`config.mk`:
```
export PLATFORM = sky130hd
export DESIGN_NAME = parity_stream_accum
export DESIGN_NICKNAME = d
export VERILOG_FILES = /design/src/rtl/parity_pkg.sv /design/src/rtl/xor_reduce_tree.sv /design/src/rtl/parity_stream_accum.sv
export SDC_FILE = /design/constraint.sdc
export NUM_CORES = 1
export LEC_CHECK = 0
export CELL_PAD_IN_SITES_DETAIL_PLACEMENT = 0
export CELL_PAD_IN_SITES_GLOBAL_PLACEMENT = 1
export CORE_UTILIZATION = 35
export DETAILED_ROUTE_END_ITERATION = 8
export GPL_TIMING_DRIVEN = 1
export PLACE_DENSITY = 0.8
export SYNTH_ARGS = -nofsm -noshare
export SYNTH_HDL_FRONTEND = slang
export SYNTH_SLANG_ARGS = --single-unit
export TNS_END_PERCENT = 10
```
`constraint.sdc`:
```
create_clock -name clk -period 2.4 [get_ports clk]
set_input_delay 0.36 -clock clk [delete_from_list [all_inputs] [get_ports clk]]
set_output_delay 0.36 -clock clk [all_outputs]
set_load 0.01 [all_outputs]
```
`src/rtl/parity_pkg.sv`:
```
// Shared types and helpers for the streaming parity accumulator.
package parity_pkg;

  // Packet-level control states.
  typedef enum logic [1:0] {
    IDLE  = 2'd0,
    ACCUM = 2'd1,
    HOLD  = 2'd2
  } state_e;

  // Width of a beat counter that must hold values 0..max_beats.
  function automatic int unsigned clog2_beats(input int unsigned max_beats);
    return $clog2(max_beats + 1);
  endfunction

endpackage

```
`src/rtl/xor_reduce_tree.sv`:
```
// Balanced XOR reduction of a WIDTH-bit word down to a single parity bit.
module xor_reduce_tree #(
  parameter int unsigned WIDTH = 8
) (
  input  logic [WIDTH-1:0] data_i,
  output logic             parity_c
);

  localparam int unsigned LVLS = (WIDTH <= 1) ? 1 : $clog2(WIDTH);
  localparam int unsigned P    = 1 << LVLS;

  logic [P-1:0] tmp;

  // Pairwise fold, one tree level per outer iteration; zero padding is parity-neutral.
  always_comb begin
    tmp = P'(data_i);
    for (int l = 0; l < int'(LVLS); l++) begin
      for (int k = 0; k < int'(P >> (l + 1)); k++) begin
        tmp[k] = tmp[2*k] ^ tmp[2*k+1];
      end
    end
  end

  assign parity_c = tmp[0];

endmodule

```
`src/rtl/parity_stream_accum.sv`:
```
// Streaming parity accumulator: folds beats of a packet into one parity result
// and returns parity, check error, beat count and overflow over valid/ready.
module parity_stream_accum
  import parity_pkg::*;
#(
  parameter int unsigned WIDTH     = 8,
  parameter int unsigned MAX_BEATS = 16,
  parameter int unsigned ODD       = 0
) (
  input  logic                                clk,
  input  logic                                rst_n,
  input  logic                                in_valid,
  output logic                                in_ready,
  input  logic [WIDTH-1:0]                    in_data,
  input  logic                                in_last,
  input  logic                                in_par,
  input  logic                                check_en,
  output logic                                out_valid,
  input  logic                                out_ready,
  output logic                                out_parity,
  output logic                                out_err,
  output logic [clog2_beats(MAX_BEATS)-1:0]   out_beats,
  output logic                                out_overflow
);

  localparam int unsigned CW = clog2_beats(MAX_BEATS);

  state_e          state_q, state_d;
  logic            acc_q, acc_d;
  logic [CW-1:0]   cnt_q, cnt_d;
  logic            in_ready_q, in_ready_d;
  logic            out_valid_q, out_valid_d;
  logic            out_parity_q, out_parity_d;
  logic            out_err_q, out_err_d;
  logic [CW-1:0]   out_beats_q, out_beats_d;
  logic            out_overflow_q, out_overflow_d;

  logic            beat_par_c;
  logic            accept_c;
  logic            acc_next_c;
  logic [CW-1:0]   cnt_next_c;
  logic            at_max_c;
  logic            end_c;
  logic            par_res_c;

  // Per-beat parity.
  xor_reduce_tree #(
    .WIDTH (WIDTH)
  ) u_tree (
    .data_i   (in_data),
    .parity_c (beat_par_c)
  );

  // Beat-level datapath shared by IDLE and ACCUM.
  always_comb begin
    accept_c   = in_valid && in_ready_q;
    acc_next_c = (state_q == IDLE) ? beat_par_c : (acc_q ^ beat_par_c);
    cnt_next_c = (state_q == IDLE) ? CW'(1) : CW'(cnt_q + CW'(1));
    at_max_c   = (cnt_next_c == CW'(MAX_BEATS));
    end_c      = in_last || at_max_c;
    par_res_c  = acc_next_c ^ 1'(ODD);
  end

  // Next-state and registered-output logic.
  always_comb begin
    state_d        = state_q;
    acc_d          = acc_q;
    cnt_d          = cnt_q;
    out_valid_d    = out_valid_q;
    out_parity_d   = out_parity_q;
    out_err_d      = out_err_q;
    out_beats_d    = out_beats_q;
    out_overflow_d = out_overflow_q;

    unique case (state_q)
      IDLE, ACCUM: begin
        if (accept_c) begin
          acc_d = acc_next_c;
          cnt_d = cnt_next_c;
          if (end_c) begin
            state_d        = HOLD;
            out_valid_d    = 1'b1;
            out_parity_d   = par_res_c;
            out_err_d      = check_en & (par_res_c ^ in_par);
            out_beats_d    = cnt_next_c;
            out_overflow_d = ~in_last & at_max_c;
          end else begin
            state_d = ACCUM;
          end
        end
      end
      HOLD: begin
        if (out_ready) begin
          state_d     = IDLE;
          out_valid_d = 1'b0;
        end
      end
      default: begin
        state_d     = IDLE;
        out_valid_d = 1'b0;
      end
    endcase

    in_ready_d = (state_d != HOLD);
  end

  // State and output registers; reset drops any partial packet or pending result.
  always_ff @(posedge clk or negedge rst_n) begin
    if (!rst_n) begin
      state_q        <= IDLE;
      acc_q          <= 1'b0;
      cnt_q          <= '0;
      in_ready_q     <= 1'b0;
      out_valid_q    <= 1'b0;
      out_parity_q   <= 1'b0;
      out_err_q      <= 1'b0;
      out_beats_q    <= '0;
      out_overflow_q <= 1'b0;
    end else begin
      state_q        <= state_d;
      acc_q          <= acc_d;
      cnt_q          <= cnt_d;
      in_ready_q     <= in_ready_d;
      out_valid_q    <= out_valid_d;
      out_parity_q   <= out_parity_d;
      out_err_q      <= out_err_d;
      out_beats_q    <= out_beats_d;
      out_overflow_q <= out_overflow_d;
    end
  end

  assign in_ready     = in_ready_q;
  assign out_valid    = out_valid_q;
  assign out_parity   = out_parity_q;
  assign out_err      = out_err_q;
  assign out_beats    = out_beats_q;
  assign out_overflow = out_overflow_q;

endmodule

```
# == Word-level counts from Yosys, hierarchy flattened ==
# Index checks and enable logic that the tools add are counted.
# op_classes
n_addsub,1
bitwise_logic,12
mux,10
n_eq_ne,7
n_reduce_logical,7
# op_table
cell,n
$xor 1x1->1,9
$ne 2x2->1 const B,4
$mux 2,3
$reduce_and 3->1,2
$add 5x1->5 const B,1
$eq 5x5->1 const B,1
$mux 5,1
$mux 1,4
$pmux 2 s2,1
$and 1x1->1,2
$eq 2x1->1 const B,1
$eq 2x2->1 const B,1
$logic_not 2->1,1
$pmux 1 s2,1
$reduce_and 2->1,1
$reduce_or 2->1,1
$logic_and 1x1->1,1
$logic_or 1x1->1,1
$not 1->1,1
# totals
reg_bits,18
inputBits,15

# == Longest topological paths before layout ==
# Gate-level depths: netlist of run 1.
# depth
ltp_word,8
ltp_mapped,6
depth_no_buf,6

# == Modules after synthesis ==
# From an unflattened synthesis of run 1, not the netlist that was laid out.
# hier_totals
hier_cells,92
hier_area_um2,922.1
# by_module_without_submodules
module,cells_each,seq_area_each_um2,n_inst,area_each_um2
parity_stream_accum,85,450.4,1,860.8
xor_reduce_tree,7,0.0,1,61.3

# == Least setup slack after synthesis of run 1 ==
# No wires, ideal clock.
# synth_path
path_kind,flip-flop to flip-flop
startpoint,register cnt_q[0]
endpoint,"register out_beats_q[0], in the netlist out_beats[0]"
path_stages_with_launch,7
setup_slack_ns,0.641
arrival_ns,1.634
n_path_buf,0
path_cell_list,dfrtp_1 ha_1 nand3_1 mux2i_1 nand4_1 nand2_2 mux2_2
# synth_via
elab_chain_len,5
# synth_lines
item,line,source
"start, declared",parity_stream_accum.sv:30,"logic [CW-1:0] cnt_q, cnt_d;"
"start signal, assigned",parity_stream_accum.sv:122,cnt_q <= cnt_d;
$add 5x1->5 (*),parity_stream_accum.sv:58,cnt_next_c = (state_q == IDLE) ? CW'(1) : CW'(cnt_q + CW'(1));
$mux 5 (*),parity_stream_accum.sv:58,
$eq 5x5->1,parity_stream_accum.sv:59,at_max_c = (cnt_next_c == CW'(MAX_BEATS));
$logic_or 1x1->1,parity_stream_accum.sv:60,end_c = in_last || at_max_c;
$reduce_and 3->1 (no line),--,
"end signal, assigned",parity_stream_accum.sv:127,out_beats_q <= out_beats_d;
"end, declared",parity_stream_accum.sv:35,"logic [CW-1:0] out_beats_q, out_beats_d;"
# Mark *: on every way between the ends. The rest lies on a longest branch, timed or not.
# A chain may end at the register's enable or synchronous reset.

# == Worst setup path after layout of run 1 ==
# Same ends and word-level chain as after synthesis.

==> run_results.csv, run 1 <==
group,metric,value,unit
run_status,status,"completed",
sta,hold_violations,0,
critical_path,critPathCaptureType,"flop",
clocking,cts_tree,"built",
sta,finalSetupViolCount,0,
place,gp_congestion,0.749,
layout,syn_to_final_growth,33.4,%
clocking,ctsRootBufferMaster,"clkbuf_4",
synth,synth_common_cells,"dfrtp_1, nand2_1, xnor2_1",
hold_path,hold_class,"reg -> reg",
floorplanning,coreArea,0.00232,mm2
sta,tightest_slew,0.782,ns
synth,ys_seq_elements,18,
hold_path,hold_path_end,"out_beats[2]",
floorplanning,die_area,0.00277,mm2
clocking,post-cts-setup-buffer-count,0,
drt,routed-via-count,709,
synth,yosys_most_used_dff,"dfrtp_1",
clocking,numClockSinks,18,
critical_path,arrival,2.08,ns
synth,synth.distinct_cells,30,
sta,fin_crit_sh,0.790,
floorplanning,io_pins,25,
global_route,grt_overflow,0,
global_route,antenna_found_initial,0,
global_route,grt_first_pass_wirelength,3160,um
synth,synth_top_area_cell,"dfrtp_1",
floorplanning,die_h,52.6,um
job,maxCapViolations,0,
place,io_buffers,24,
critical_path,crit_required,2.58,ns
layout,num-fill-cells,233,
critical_path,r2r_end,"out_beats[0]",
sta,rsz0062_at_grt,"no",
drt,viasPerCell,4.99,
clocking,clk_pin_slew,0.09,ns
clocking,cts-htree-levels,1,
sta,period_needed,1.90,ns
layout,nets,132,
sta,hold_slack,0.503,ns
drt,wl_per_cell,12.8,um
pwr,ir_drop,535,uV
synth,syn_nets,104,
layout,diodes,0,
floorplanning,rows,17,
critical_path,r2r_setup_slack,0.50,ns
hold_path,worstHoldStart,"out_beats[2]",
sta,finClkSkew,0.00190,ns
critical_path,cp-start-kind,"flop",
layout,drive_gt1_frac,0.105,
synth,yosys.area.top_type_share,0.503,
critical_path,reg2reg_from,"cnt_q[0]",
synth,netlist_top_cells_area,"dfrtp_1, nand2_1, xnor2_1",
synth,syn_area,896,um2
clocking,insertion_delay,0.29,ns
drt,first_pass_iters,4,
drt,drcViolationCount,0,
drt,wl,1820,um
sta,max_freq,0.527,GHz
synth,syn_area_per_cell,10.2,um2
global_route,grt_pass1_vias,737,
critical_path,crit_fanout,6,
clocking,holdBufCountCts,0,
pwr,power_density,840,mW/mm2
sta,setup_tns,0,ns
drt,drt_iter0_drc,6,
synth,synth_edf_count,0,
critical_path,reg2reg_depth,6,
synth,netlist_instances,88,
clocking,cts.path.max_buffers,2,
floorplanning,die_w,52.6,um
clocking,post_cts_resized,0,
hold_path,holdPathStages,1,
clocking,numCtsBuffers,3,
place,place_hpwl,1420,um
sta,relSlewSlack,0.477,
synth,async_reset_ff_frac,1.00,
critical_path,crit_type,"reg -> reg",
floorplanning,initial_core_util,0.386,
global_route,grt_usage,0.164,
synth,yosysSeqAreaShare,0.503,
sta,finalMaxSlewViolations,0,
synth,yosysWarnings,0,
drt,final_antenna_net_count,0,
global_route,grt_start_max_net_pins,19,
synth,yosys.cell_count.top_type,"dfrtp_1",
pwr,p_leak,0.536,nW
[how the worst max path moves through the flow]
stage / slack, ns / startpoint / end / cells past startpoint
2_1_floorplan: 0.64 / cnt_q[0] / out_beats[0] / 6
3_3_place_gp: 0.32 / in_data[6] / out_err / 6
3_5_place_dp: 0.25 / in_data[6] / out_err / 6
4_1_cts: 0.49 / cnt_q[0] / out_beats[0] / 6
5_1_grt: 0.31 / cnt_q[0] / out_beats[0] / 6
6_report: 0.50 / cnt_q[0] / out_beats[0] / 6
[area by class of cell]
type	instances	area (um2)	area share
Multi-Input combinational cell	65	424	0.355
Inverter	2	7.51	0.00628
Tap cell	28	35.0	0.0293
Sequential cell	18	450	0.377
Clock buffer	3	22.5	0.0188
Timing Repair Buffer	26	255	0.214
[through the flow]
stage	utilization	power [mW]	area, um2	std cells	setup slack, ns
6_report	0.515	1.00	1190	142	0.503
4_1_cts	0.515	1.02	1190	142	0.495
2_1_floorplan	-	0.681	896	88	0.641
3_3_place_gp	0.506	0.853	1170	139	0.323
5_1_grt	0.515	1.07	1190	142	0.312
3_5_place_dp	0.506	0.864	1170	139	0.253
[per-layer routing]
metal | up-vias | track usage | share of wire
met5 | - | 0 | 0
met4 | 0 | 0.105 | 0.029
met3 | 5 | 0.0261 | 0.035
met2 | 13 | 0.264 | 0.47
met1 | 332 | 0.203 | 0.46
li1 | 359 | - | -
[logic make-up after synthesis]
group / after synthesis / synth area share
simple gates: 31 / 0.159
compound gates: 18 / 0.126
flops: 18 / 0.503
xor+xnor: 10 / 0.115
buf+inv: 5 / 0.0237
mux: 5 / 0.0601
fa+ha+maj: 1 / 0.0140
[report_power, final]
part           switching, mW  internal [mW]
logic                  0.176          0.226
registers             0.0690          0.387
clock network         0.0864         0.0585
total                  0.332          0.672
[placed cells by master (no fill, tap or decap), types with 2 or more instances in the layout]
master / synthesis / layout
clkdlybuf4s50_1: 0 / 24
o21ai_1: 3 / 3
clkbuf_4: 0 / 3
o21ai_0: 4 / 4
xor2_1: 3 / 3
nand2_1: 16 / 16
mux2i_1: 2 / 2
a21oi_1: 4 / 4
dfrtp_1: 18 / 18
xnor2_1: 6 / 6
nor2_1: 2 / 2
o31ai_1: 2 / 2
inv_1: 2 / 2
nand3_1: 4 / 4
buf_4: 0 / 2
and3_1: 2 / 2
mux2_2: 3 / 3
[state kept, by name, indices dropped and copies added, names as in the netlist]
name / count
out_err: 1
cnt_q: 5
out_beats: 5
in_ready: 1
acc_q: 1
out_parity: 1
out_valid: 1
out_overflow: 1
state_q: 2
[critical path: stages (launching register included)]
cell and delay, ns:
dfrtp_1 0.43, ha_1 0.26, xor2_1 0.19, nor3_1 0.20, nand4_1 0.18, nand2_2 0.17, mux2_2 0.35
Power figures use the tool's default switching activity.
==> run 2: changes to the inputs <==
- clock period: 2.4 -> 1.9 ns (I/O delays scaled with it)
==> run 2 against run 1 <==
Effect of this change:
- clock power rose by 26%
- final cell count is 3.5% higher
- clock skew barely moved
- via count is 5.4% higher
- non-clock buffer count is 5 higher
- sequential power up 25%
- fmax increased by 6.2%
- count of clock-buffer cells in the layout unchanged
- total power is 29% higher
- routed wire length decreased by 1.4%
- critical endpoint unchanged
- largest power group unchanged
- highest routed layer unchanged
==> run_results.csv, run 2 (synthesized netlist as in run 1, its figures left out) <==
group,metric,value,unit
sta,fin_crit_sh,0.940,
sta,setup_slack,0.114,ns
pwr,p_leak,0.553,nW
sta,finClkSkew,0.00204,ns
layout,diodes,0,
clocking,clk_pin_slew,0.09,ns
place,place_hpwl,1350,um
global_route,grt_first_pass_wirelength,3220,um
clocking,cts.path.max_buffers,2,
pwr,power_frac_clock,0.140,
drt,drcViolationCount,0,
floorplanning,io_pins,25,
floorplanning,rows,17,
floorplanning,die_area,0.00277,mm2
clocking,cts-htree-levels,1,
floorplanning,coreArea,0.00232,mm2
drt,wl_per_cell,12.2,um
drt,final_antenna_net_count,0,
sta,period_needed,1.79,ns
drt,viasPerCell,5.08,
clocking,cts_tree,"built",
global_route,grt_pass1_vias,759,
pwr,ir_drop,753,uV
layout,final_common_cell,"clkdlybuf4s50_1",
global_route,grt_usage,0.164,
critical_path,cp-start-kind,"flop",
run_status,status,"completed",
floorplanning,die_w,52.6,um
drt,wl,1790,um
sta,max_freq,0.560,GHz
sta,relSlewSlack,0.775,
layout,nets,137,
global_route,grt_overflow,0,
place,place_ws,-0.122,ns
critical_path,crit_required,2.07,ns
floorplanning,initial_core_util,0.386,
clocking,insertion_delay,0.28,ns
place,io_buffers,24,
place,gp_congestion,0.740,
global_route,antenna_found_initial,0,
sta,tightest_slew,0.335,ns
floorplanning,die_h,52.6,um
sta,hold_slack,0.318,ns
drt,drt_iter0_drc,2,
drt,first_pass_iters,4,
drt,routed-via-count,747,
job,maxCapViolations,0,
layout,num-fill-cells,231,
global_route,grt_start_max_net_pins,19,
pwr,seqPwrFrac,0.440,
sta,finalMaxSlewViolations,0,
clocking,numClockSinks,18,
sta,rsz0062_at_grt,"no",
clocking,numCtsBuffers,3,
pwr,power_density,1040,mW/mm2
clocking,holdBufCountCts,0,
layout,mostFrequentLayoutCells,"clkdlybuf4s50_1, dfrtp_1, nand2_1",
layout,syn_to_final_growth,39.5,%
critical_path,critPathCaptureType,"flop",
sta,hold_violations,0,
layout,final_util,0.539,
pwr,internal-power,0.878,mW
sta,finalSetupViolCount,0,
pwr,switching_share,0.323,
critical_path,crit_fanout,4,
pwr,p_sw,0.419,mW
layout,drive_gt1_frac,0.185,
hold_path,hold_class,"in -> async",
critical_path,arrival,1.96,ns
critical_path,crit_type,"reg -> reg",
clocking,ctsRootBufferMaster,"clkbuf_4",
pwr,p_comb_frac,0.420,
## run 2: cell count changes in the layout (fill, tap and decap cells not counted), sizes merged
| cell | previous run | this run |
|---|---|---|
| buf | 2 | 7 |
## run 2: what timing repair did
action,in CTS,in global routing
setup endpoints to repair,0,5
gates resized for setup,0,5
setup buffers,0,1
hold endpoints to repair,0,0
## run 2: path summary, 6_finish.rpt
kind	depth (start not counted)	endpoint	slack, ns	from
worst min-delay path	2	out_beats[2]	0.32	rst_n
worst max register to register	6	out_beats[0]	0.11	cnt_q[0]
worst max-delay path	6	out_beats[0]	0.11	cnt_q[0]
worst min register to register	2	acc_q	0.48	acc_q
max in group asynchronous	2	state_q[0]	1.38	rst_n
min in group clk	2	acc_q	0.48	acc_q
## run 2: metal layers
layer  vias up  GRT usage  share of wire
met4         0     0.0658          0.016
met1       360      0.200           0.45
li1        367          -              -
met3         4     0.0319          0.032
met2        16      0.283           0.50
met5         -          0              0
## run 2: critical path: stages (launching register included)
cell and delay (ns):
dfrtp_1 0.40, ha_2 0.22, nand3_2 0.08, mux2i_2 0.29, nand4_1 0.20, nand2_2 0.14
mux2_2 0.34
## run 2: final cells by class
class | count | area, um2 | area share
clock buffers | 3 | 22.5 | 0.0180
inverters | 2 | 7.51 | 0.00601
multi-input cells | 65 | 440 | 0.352
flip-flops and latches | 18 | 452 | 0.361
well taps | 28 | 35.0 | 0.0280
repair buffers | 31 | 293 | 0.234
## run 2: power by group through the flow
stage	logic (mW)	registers, mW	clock network [mW]
3_3_place_gp	0.532	0.574	0
2_1_floorplan	0.275	0.585	0
4_1_cts	0.537	0.570	0.189
5_1_grt	0.611	0.587	0.200
6_report	0.545	0.571	0.182
3_5_place_dp	0.531	0.579	0
## run 2: metrics by stage
| step | instance area [um2] | power, mW | cells | TNS [ns] |
|---|---|---|---|---|
| after floorplan | 896 | 0.860 | 88 | 0 |
| after global placement | 1200 | 1.11 | 143 | -0.102 |
| after detailed placement | 1200 | 1.11 | 143 | -0.122 |
| after CTS | 1220 | 1.30 | 146 | 0 |
| after global routing | 1250 | 1.40 | 147 | 0 |
| final | 1250 | 1.30 | 147 | 0 |
